File: src/rtl/ultrasonido_ctrl.sv
// rtl/ultrasonido_ctrl.sv - HC-SR04 ranger sequencer: trigger, echo timing, cm conversion, hold-off
module ultrasonido_ctrl #(
  parameter int TRIG_CYC    = 500,
  parameter int CYC_PER_CM  = 2900,
  parameter int MAX_CM      = 400,
  parameter int WAIT_CYC    = 1_500_000,
  parameter int HOLDOFF_CYC = 3_000_000
) (
  input  logic       CLKOUT2,
  input  logic       reset,
  input  logic       orden,
  input  logic       continuo,
  input  logic       echo,
  output logic       trigger,
  output logic       busy,
  output logic       done,
  output logic [8:0] distancia,
  output logic       timeout,
  output logic       fuera_rango
);

  localparam logic [2:0] S_IDLE = 3'd0;
  localparam logic [2:0] S_TRIG = 3'd1;
  localparam logic [2:0] S_WAIT = 3'd2;
  localparam logic [2:0] S_MEAS = 3'd3;
  localparam logic [2:0] S_HOLD = 3'd4;

  // TRIG, WAIT and HOLD never overlap, so they share one phase counter
  // sized for the longest of the three.
  localparam int MAXC_TW = (WAIT_CYC > TRIG_CYC) ? WAIT_CYC : TRIG_CYC;
  localparam int MAXC    = (HOLDOFF_CYC > MAXC_TW) ? HOLDOFF_CYC : MAXC_TW;
  localparam int CW      = (MAXC > 1) ? $clog2(MAXC) : 1;
  localparam int SW      = (CYC_PER_CM > 1) ? $clog2(CYC_PER_CM) : 1;

  logic [2:0]    state;
  logic [CW-1:0] cnt;
  logic [SW-1:0] sub;
  logic [8:0]    cm;
  logic          echo_m;
  logic          echo_s;
  logic          echo_d;
  logic          echo_rise;
  logic          echo_fall;

  // Two-flop synchroniser for the asynchronous echo plus one delay stage for edge detection
  always_ff @(posedge CLKOUT2 or posedge reset) begin
    if (reset) begin
      echo_m <= 1'b0;
      echo_s <= 1'b0;
      echo_d <= 1'b0;
    end else begin
      echo_m <= echo;
      echo_s <= echo_m;
      echo_d <= echo_s;
    end
  end

  // Edges only count as a transition of echo_s, so an echo already high on entry is not a rise
  assign echo_rise = echo_s & ~echo_d;
  assign echo_fall = ~echo_s & echo_d;
  assign busy      = (state != S_IDLE);

  // Measurement sequencer; results and done are loaded together when a measurement ends
  always_ff @(posedge CLKOUT2 or posedge reset) begin
    if (reset) begin
      state       <= S_IDLE;
      cnt         <= '0;
      sub         <= '0;
      cm          <= '0;
      trigger     <= 1'b0;
      done        <= 1'b0;
      distancia   <= '0;
      timeout     <= 1'b0;
      fuera_rango <= 1'b0;
    end else begin
      done <= 1'b0;
      case (state)
        S_IDLE: begin
          if (orden | continuo) begin
            state   <= S_TRIG;
            trigger <= 1'b1;
            cnt     <= '0;
          end
        end
        S_TRIG: begin
          if (cnt == CW'(TRIG_CYC - 1)) begin
            state   <= S_WAIT;
            trigger <= 1'b0;
            cnt     <= '0;
          end else begin
            cnt <= cnt + 1'b1;
          end
        end
        S_WAIT: begin
          if (echo_rise) begin
            state <= S_MEAS;
            sub   <= '0;
            cm    <= '0;
          end else if (cnt == CW'(WAIT_CYC - 1)) begin
            state       <= S_HOLD;
            cnt         <= '0;
            done        <= 1'b1;
            distancia   <= '0;
            timeout     <= 1'b1;
            fuera_rango <= 1'b0;
          end else begin
            cnt <= cnt + 1'b1;
          end
        end
        S_MEAS: begin
          if (echo_fall) begin
            state       <= S_HOLD;
            cnt         <= '0;
            done        <= 1'b1;
            distancia   <= cm;
            timeout     <= 1'b0;
            fuera_rango <= 1'b0;
          end else if (sub == SW'(CYC_PER_CM - 1)) begin
            sub <= '0;
            if (cm == 9'(MAX_CM - 1)) begin
              // Saturated: the rest of the echo pulse is left to expire during HOLD
              state       <= S_HOLD;
              cnt         <= '0;
              done        <= 1'b1;
              distancia   <= 9'(MAX_CM);
              timeout     <= 1'b0;
              fuera_rango <= 1'b1;
            end else begin
              cm <= cm + 9'd1;
            end
          end else begin
            sub <= sub + 1'b1;
          end
        end
        S_HOLD: begin
          if (cnt == CW'(HOLDOFF_CYC - 1)) begin
            state <= S_IDLE;
            cnt   <= '0;
          end else begin
            cnt <= cnt + 1'b1;
          end
        end
        default: begin
          state   <= S_IDLE;
          trigger <= 1'b0;
          cnt     <= '0;
        end
      endcase
    end
  end

endmodule

File: config.mk
export PLATFORM = sky130hd
export DESIGN_NAME = ultrasonido_ctrl
export DESIGN_NICKNAME = d
export VERILOG_FILES = /design/src/rtl/ultrasonido_ctrl.sv
export SDC_FILE = /design/constraint.sdc
export NUM_CORES = 1
export LEC_CHECK = 0
export CORE_AREA = 2 2 108 110
export DETAILED_ROUTE_END_ITERATION = 8
export DIE_AREA = 0 0 110 112
export SYNTH_ARGS = -nofsm -noshare
export SYNTH_HDL_FRONTEND = slang
export SYNTH_SLANG_ARGS = --single-unit
File: constraint.sdc
create_clock -name CLKOUT2 -period 4.1 [get_ports CLKOUT2]
set_input_delay 0.41 -clock CLKOUT2 [delete_from_list [all_inputs] [get_ports CLKOUT2]]
set_output_delay 0.41 -clock CLKOUT2 [all_outputs]
set_load 0.01 [all_outputs]
# Word level (Yosys, flattened, before mapping)
# Cells that the tools add are included.
[word_totals] n_memories=0 out_inout_bits=14 romBits=0 input_bits=5 ramBits=0 register_bits=62 elab_cells=106 latch_bits=0
[op_classes] mul=0 n_addsub=3 shift=0 bitwise=6 n_eq_ne=21 n_mux=54 order_cmp=0 n_reduce_logical=10 n_div=0
[ops] cell="22-bit two-way mux" count=8
[ops] cell="22-bit one-hot mux with 5 select lines" count=1
[ops] cell="9-bit two-way mux" count=9
[ops] cell="12-bit two-way mux" count=3
[ops] cell="9-bit one-hot mux with 2 select lines" count=2
[ops] cell="3-bit two-way mux" count=8
[ops] cell="12-bit one-hot mux with 2 select lines" count=1
[ops] cell="22-bit by 1-bit adder with 22-bit output (second input constant)" count=1
[ops] cell="22-bit by 21-bit equality test with 1-bit output (second input constant)" count=1
[ops] cell="22-bit equality test (second input constant)" count=1
[ops] cell="22-bit by 9-bit equality test with 1-bit output (second input constant)" count=1
[ops] cell="2-bit != test (second input constant)" count=9
[ops] cell="1-bit two-way mux" count=17
[ops] cell="3-bit one-hot mux with 5 select lines" count=1
[ops] cell="12-bit by 1-bit adder with 12-bit output (second input constant)" count=1
[ops] cell="12-bit equality test (second input constant)" count=1
[ops] cell="5-bit AND reduction" count=2
[ops] cell="9-bit by 1-bit adder with 9-bit output (second input constant)" count=1
[ops] cell="9-bit equality test (second input constant)" count=1
[ops] cell="3-bit != test (second input constant)" count=3
[ops] cell="3-bit by 2-bit equality test with 1-bit output (second input constant)" count=2
[ops] cell="1-bit one-hot mux with 2 select lines" count=3
[ops] cell="3-bit AND reduction" count=2
[ops] cell="6-bit AND reduction" count=1
[ops] cell="11 further kinds" count=14

# Logic depth before layout (Yosys ltp)
# Gate-level depths: netlist of run 1.
[logic_depth] depth_word=5 depth_mapped=9 mapped_depth_nobuf=7

# Worst setup path before layout of run 1
# OpenSTA, ideal clock, no wires.
[synth_timing] kind="register -> register" startpoint="reg sub[0]" endpoint="reg distancia[2]" setup_slack_ps=1848 setup_ps=121 path_buffers=1 required_time_ps=3979 period_less_slack_ps=2252 path_stages_with_launch=9 arrival_ps=2131 cell_sequence="dfrtp_1 -> ha_1 -> and4bb_2 -> nand4_1 -> o21ai_1 -> a21boi_1 -> o2111ai_1 -> buf_2 -> a22o_1"
[synth_between] elab_chain_cells=3
[synth_rtl] element="start: declaration" line_no="37" rtl="logic [SW-1:0] sub;"
[synth_rtl] element="start signal: assignment" line_no="132" rtl="sub <= sub + 1'b1;"
[synth_rtl] element="12-bit equality test" line_no="118" rtl="end else if (sub == SW'(CYC_PER_CM - 1)) begin"
[synth_rtl] element="3-bit != test (no source line)"
[synth_rtl] element="5-bit AND reduction (no source line)"
[synth_rtl] element="end signal: assignment" line_no="115" rtl="distancia <= cm;"
[synth_rtl] element="end signal: assignment" line_no="125" rtl="distancia <= 9'(MAX_CM);"
[synth_rtl] element="end: declaration" line_no="17" rtl="output logic [8:0] distancia,"
# No other way between the ends.
# A chain may end at the register's enable or synchronous reset.

# Final worst setup path of run 1
# Same ends and word-level chain as after synthesis.

==> summary.txt, run 1 <==
Run status
  – Status: finished, final reports clean

Clocking
  – Clk pin slew, worst setup/hold paths: 0.06 ns
  – Root buf cell: clkbuf_16
  – Setup Buffers After CTS: 0
  – Num CTS Buffers: 9
  – Worst skew pair latency: 0.33 ns
  – H-tree levels: 3
  – CTS resizes: 0
  – Clock sinks: 62
  – CTS Hold Bufs: 0
  – TritonCTS clock tree: built
  – CTS max path bufs: 2

STA
  – RSZ-0062 raised after global routing: false
  – Setup TNS: 0 ns
  – Setup WS post-layout: 1.12 ns
  – Worst-margin pin slew: 1.12 ns
  – Fin. Hold Viols: 0
  – Final setup fails: 0
  – Final Cycle Share: 72.6%
  – Fin. max-slew vios: 0
  – Clock Skew: 0.00445 ns
  – Clock period minus worst slack: 2.98 ns
  – Worst hold slack: 0.349 ns
  – Relative slew slack: 25.1%
  – FMAX: 0.336 GHz

Global routing
  – GRT Util Overall: 13.4%
  – Initial antenna violation count: 0
  – Gr ovfl total: 0
  – First-pass GRT wire length: 13000 µm
  – Pin count of the biggest net entering global routing: 44
  – Vias in the first global route: 2637

Cells and area
  – Area Overhead vs Synth: 19.9%
  – Layout Nets: 373
  – Share of cells above drive strength 1: 8.65%
  – Most frequent cells in the layout: 62 x dfrtp_1, 38 x nor2_1, 31 x nand2_1
  – Ant diodes: 0
  – Most common cell after layout, fill and taps aside: dfrtp_1
  – Util after Layout: 35.4%

Routing
  – Final wirelength: 7450 µm
  – WL per Instance: 14.5 µm
  – Drt pass-1 iters: 5
  – Drt via density: 5.27
  – Via Count: 2705
  – Iter 0 DRT Violations: 179
  – Drt drc: 0
  – DRT antenna net count: 0

Power
  – Pwr/cell area: 579 nW/µm²
  – Gate power share: 28.3%
  – P_leak: 0.00168 µW
  – Worst vdd ir: 0.000281 V
  – Switching Power: 765 µW
  – Switch share: 33.4%
  – Clock Power Share: 38.5%
  – Internal: 1520 µW
  – Seq pwr share: 33.1%

Placement
  – GPL Wtd Cong: 0.914
  – IO Port Bufs: 18
  – Worst slack at placement: 1.18 ns
  – DP HPWL: 5130 µm

Min path
  – HP Class: reg -> reg
  – Min-Delay Path Depth: 0

Yosys
  – Synth cell types: 57
  – Mapped cell area: 3300 µm²
  – Syn. warnings: 0
  – Synth Area per Inst: 9.53 µm²
  – Post-synth ARST share: 100%
  – Dominant synthesized flop cell: dfrtp_1
  – Sequential-to-total area share from yosys stat: 47.0%
  – Cells after Synth: 346
  – Synthesized flop and latch total: 62
  – Syn_nets: 354
  – Post-synth EDFFs: 0

Worst setup path
  – Critical path endpoint category: register
  – Critical path launch point type: register
  – Slowest CP cell: o2111ai_1
  – FF-to-FF path depth: 7
  – CP cell instances: ha_1, and4bb_2, nand4_1, o21ai_1, a21boi_1, o2111ai_1, a22o_1
  – Max FO, Critical Path: 12
  – CP bufs+invs: 0
  – Setup CP Type: reg -> reg
  – Critical path's top delay family: compound AO/OA/AOI/OAI gates
  – Critical path depth: 7
  – CP max stage delay: 0.59 ns
  – Arrival time at the worst endpoint: 3.19 ns
  – Required time worst endpoint: 4.31 ns

Floorplan
  – DIE AREA: 12300 µm²
  – Core area: 11200 µm²
  – Initial Utilization: 29.5%
  – Die Width: 110 µm
  – Row count: 39
  – I/O pin cnt: 19
  – Chip Height: 112 µm

Flow run
  – Maxcap violations: 0
## metal layers
metal | track usage [%] | up-vias | wire length, µm
met5 | 0 | - | 0
met4 | 4.73 | 0 | 99
met3 | 3.63 | 11 | 326
met2 | 20.3 | 72 | 3520
met1 | 18.2 | 1315 | 3510
li1 | - | 1307 | -
## cells in the mapped netlist (3+ instances only)
| master | instances | area [µm²] |
|---|---|---|
| nor2b_1 | 7 | 43.8 |
| inv_1 | 11 | 41.3 |
| and3_1 | 10 | 62.6 |
| a31oi_1 | 5 | 31.3 |
| o31ai_1 | 3 | 22.5 |
| o21ai_0 | 19 | 95.1 |
| xor2_1 | 10 | 87.6 |
| nor3b_1 | 3 | 22.5 |
| nand2_1 | 31 | 116 |
| a21oi_1 | 6 | 30.0 |
| nor4_1 | 5 | 31.3 |
| clkbuf_1 | 3 | 11.3 |
| nand2b_1 | 5 | 31.3 |
| buf_2 | 8 | 40.0 |
| a22o_1 | 19 | 166 |
| xnor2_1 | 5 | 43.8 |
| nor2_1 | 38 | 143 |
| mux2i_1 | 4 | 40.0 |
| ha_1 | 3 | 37.5 |
| dfrtp_1 | 62 | 1550 |
| nor3_1 | 11 | 55.1 |
| nand3_1 | 15 | 75.1 |
| a21o_1 | 4 | 30.0 |
| nand4_1 | 15 | 93.8 |
## registers in the layout (all words and copies together) (netlist names)
register     count
cnt             22
distancia        9
echo_d           1
state            3
echo_s           1
echo_m           1
sub             12
fuera_rango      1
timeout          1
trigger          1
done             1
cm               9
## path summary, 6_finish.rpt
kind | from | end | slack, ns
hold / removal | echo_m$_DFF_PP0_ | echo_s$_DFF_PP0_ | 0.35
setup reg to reg | sub[0]$_DFFE_PP0P_ | distancia[2]$_DFFE_PP0P_ | 1.12
hold reg to reg | echo_m$_DFF_PP0_ | echo_s$_DFF_PP0_ | 0.35
setup / recovery | sub[0]$_DFFE_PP0P_ | distancia[2]$_DFFE_PP0P_ | 1.12
min in group asynchronous | reset | echo_s$_DFF_PP0_ | 0.61
max in group asynchronous | reset | cnt[2]$_DFFE_PP0P_ | 2.68
## through the flow
stage	cell area [µm²]	total power, µW	cells
2_1_floorplan	3300	1240	346
3_3_place_gp	3610	1410	497
3_5_place_dp	3610	1420	497
4_1_cts	3960	2320	513
5_1_grt	3960	2430	513
6_report	3960	2290	513
## power groups by stage
stage | Clock [µW] | Sequential [µW] | Combinational [µW]
final | 883 | 759 | 649
after detailed placement | 0 | 768 | 654
after global routing | 927 | 772 | 729
after global placement | 0 | 766 | 646
after floorplan | 0 | 745 | 496
after CTS | 902 | 758 | 656
## final cells by class
cell class | instances | area [µm²]
fillers | 1104 | 7220
multi-input cells | 261 | 1640
flip-flops and latches | 62 | 1550
clock buffers | 9 | 225
repair buffers | 20 | 195
well taps | 143 | 179
clock inverters | 7 | 120
inverters | 11 | 41.3
## logic make-up (layout without fill, tap and decap cells)
family / count (synthesis) / in the layout / synth area share (%)
xor+xnor: 15 / 15 / 3.98
mux: 4 / 4 / 1.21
simple gates: 164 / 164 / 27.1
flops: 62 / 62 / 47.0
compound gates: 75 / 75 / 16.4
buf+inv: 23 / 47 / 3.15
fa+ha+maj: 3 / 3 / 1.14
Note: power is estimated with default switching activity, not from simulation.
==> run 2, diff against run 1 <==
- clock period: 4.1 -> 3 ns (I/O delays scaled with it)
==> run 2 against run 1 <==
Against the previous run:
- clock power rose by 7.0%
- first-iteration DRC count decreased by 25%
- clock skew is 0.0024 ns higher
- setup slack worse by 0.85 ns
- sequential cell count did not move
- sequential share of layout area is 0.31 points higher
- sequential power grew 37%
- maximum frequency up 9.3%
- utilization fell by 0.28 points
- register-to-register slack got worse by 0.85 ns
==> summary.txt, run 2 (synthesis gave the netlist of run 1 again) <==
Floorplan
  – Die Width: 110 µm
  – Row count: 39
  – Chip Height: 112 µm
  – I/O pin cnt: 19
  – DIE AREA: 12300 µm²
  – Initial Utilization: 29.5%
  – Core area: 11200 µm²

Routing
  – Drt via density: 5.22
  – Final wirelength: 7550 µm
  – DRT antenna net count: 0
  – Iter 0 DRT Violations: 134
  – Drt drc: 0
  – Drt pass-1 iters: 4
  – Via Count: 2704
  – WL per Instance: 14.6 µm

Cells and area
  – Ant diodes: 0
  – Top flop regs: cnt: 22 flops, sub: 12 flops
  – Area Overhead vs Synth: 19.0%
  – Reg with most FFs: cnt
  – Max reg flops: 22
  – Share of cells above drive strength 1: 9.60%
  – Most frequent cells in the layout: 62 x dfrtp_1, 38 x nor2_1, 31 x nand2_1
  – Most common cell after layout, fill and taps aside: dfrtp_1
  – Fill cells: 1120
  – Layout Nets: 378

Clocking
  – TritonCTS clock tree: built
  – Clk pin slew, worst setup/hold paths: 0.05 ns
  – H-tree levels: 3
  – CTS max path bufs: 2
  – CTS Hold Bufs: 0
  – Num CTS Buffers: 9
  – Worst skew pair latency: 0.32 ns
  – Clock sinks: 62
  – CTS resizes: 0
  – Setup Buffers After CTS: 0
  – Root buf cell: clkbuf_16

STA
  – Final setup fails: 0
  – Fin. Hold Viols: 0
  – Clock period minus worst slack: 2.73 ns
  – FMAX: 0.367 GHz
  – Worst-margin pin slew: 0.844 ns
  – Clock Skew: 0.00684 ns
  – Setup WS post-layout: 0.274 ns
  – Setup TNS: 0 ns
  – Relative slew slack: 43.7%
  – RSZ-0062 raised after global routing: false
  – Fin. max-slew vios: 0
  – Final Cycle Share: 90.9%

Global routing
  – Gr ovfl total: 0
  – Initial antenna violation count: 0
  – GRT Util Overall: 13.4%
  – Pin count of the biggest net entering global routing: 63
  – First-pass GRT wire length: 13100 µm
  – Vias in the first global route: 2717

Worst setup path
  – R2R Setup Slk: 0.27 ns
  – Setup CP Type: reg -> reg
  – FF-to-FF path depth: 6
  – Critical path launch point type: register
  – RR Endpoint: cnt[2]$_DFFE_PP0P_
  – Critical path endpoint category: register
  – Required time worst endpoint: 3.21 ns
  – Reg2reg start: cnt[11]$_DFFE_PP0P_
  – Arrival time at the worst endpoint: 2.93 ns
  – Max FO, Critical Path: 11

Placement
  – GPL Wtd Cong: 0.907
  – IO Port Bufs: 18
  – Worst slack at placement: 0.321 ns
  – DP HPWL: 5350 µm

Min path
  – Hold path start: echo_m$_DFF_PP0_
  – Hold path endpoint: echo_s$_DFF_PP0_
  – Min-Delay Path Depth: 0
  – HP Class: reg -> reg

Flow run
  – Maxcap violations: 0

Power
  – Pwr/cell area: 743 nW/µm²
  – P_leak: 0.00167 µW
  – Worst vdd ir: 0.000341 V

Run status
  – Status: finished, final reports clean
==> run 2: cell count changes in the layout (fill, tap and decap cells not counted), sizes merged <==
| cell | delta |
|---|---|
| clkbuf | +2 |
| inv | -1 |
| buf | +5 |
| clkinv | +1 |
| bufinv | -3 |
| clkinvlp | +1 |
==> run 2: final cells by class <==
class,instances,area (µm²),share of cell area (%)
Multi-Input combinational cell,261,1640,41.9
Sequential cell,62,1550,39.5
Clock buffer,11,243,6.19
Timing Repair Buffer,25,233,5.93
Tap cell,143,179,4.56
Inverter,11,41.3,1.05
Clock inverter,5,33.8,0.861
==> run 2: metal layers <==
layer / share of wire [%] / GRT usage [%] / up-vias
li1: - / - / 1327
met4: 0.98 / 4.14 / 0
met1: 46 / 17.8 / 1308
met3: 4.2 / 4.22 / 6
met2: 49 / 20.8 / 63
met5: 0 / 0 / -
==> run 2: power breakdown <==
group	total [µW]	switching (µW)	internal [µW]	leakage, µW
sequential	1040	101	934	0.000844
clock	945	364	581	0.000132
combinational	935	572	363	0.000694
total	2910	1040	1880	0.00167
==> run 2: how the worst max path moves through the flow <==
stage                        start  cells past startpoint                       end
3_5_place_dp   cnt[11]$_DFFE_PP0P_                      6        cnt[2]$_DFFE_PP0P_
3_3_place_gp   cnt[11]$_DFFE_PP0P_                      6        cnt[2]$_DFFE_PP0P_
5_1_grt        cnt[11]$_DFFE_PP0P_                      6        cnt[2]$_DFFE_PP0P_
2_1_floorplan   sub[0]$_DFFE_PP0P_                      8  distancia[2]$_DFFE_PP0P_
6_report       cnt[11]$_DFFE_PP0P_                      6        cnt[2]$_DFFE_PP0P_
4_1_cts        cnt[11]$_DFFE_PP0P_                      6        cnt[2]$_DFFE_PP0P_
==> run 2: worst max-delay path, cell delays in order, from the launching register on <==
cell	delay [ns]
dfrtp_1	0.43
or4b_4	0.57
nor3_4	0.18
nand3_1	0.19
a221oi_2	0.68
nor2_2	0.25
a22o_1	0.30
==> run 2: per-stage QoR <==
step	area, µm²	total power (µW)	hold WS (ns)	util (%)	cells
floorplan	3300	1700	0.331	-	346
global placement	3650	1970	0.345	32.6	502
detailed placement	3650	1990	0.346	32.6	502
CTS	3920	2950	0.360	35.1	518
global route	3920	3110	0.362	35.1	518
finish	3920	2910	0.357	35.1	518
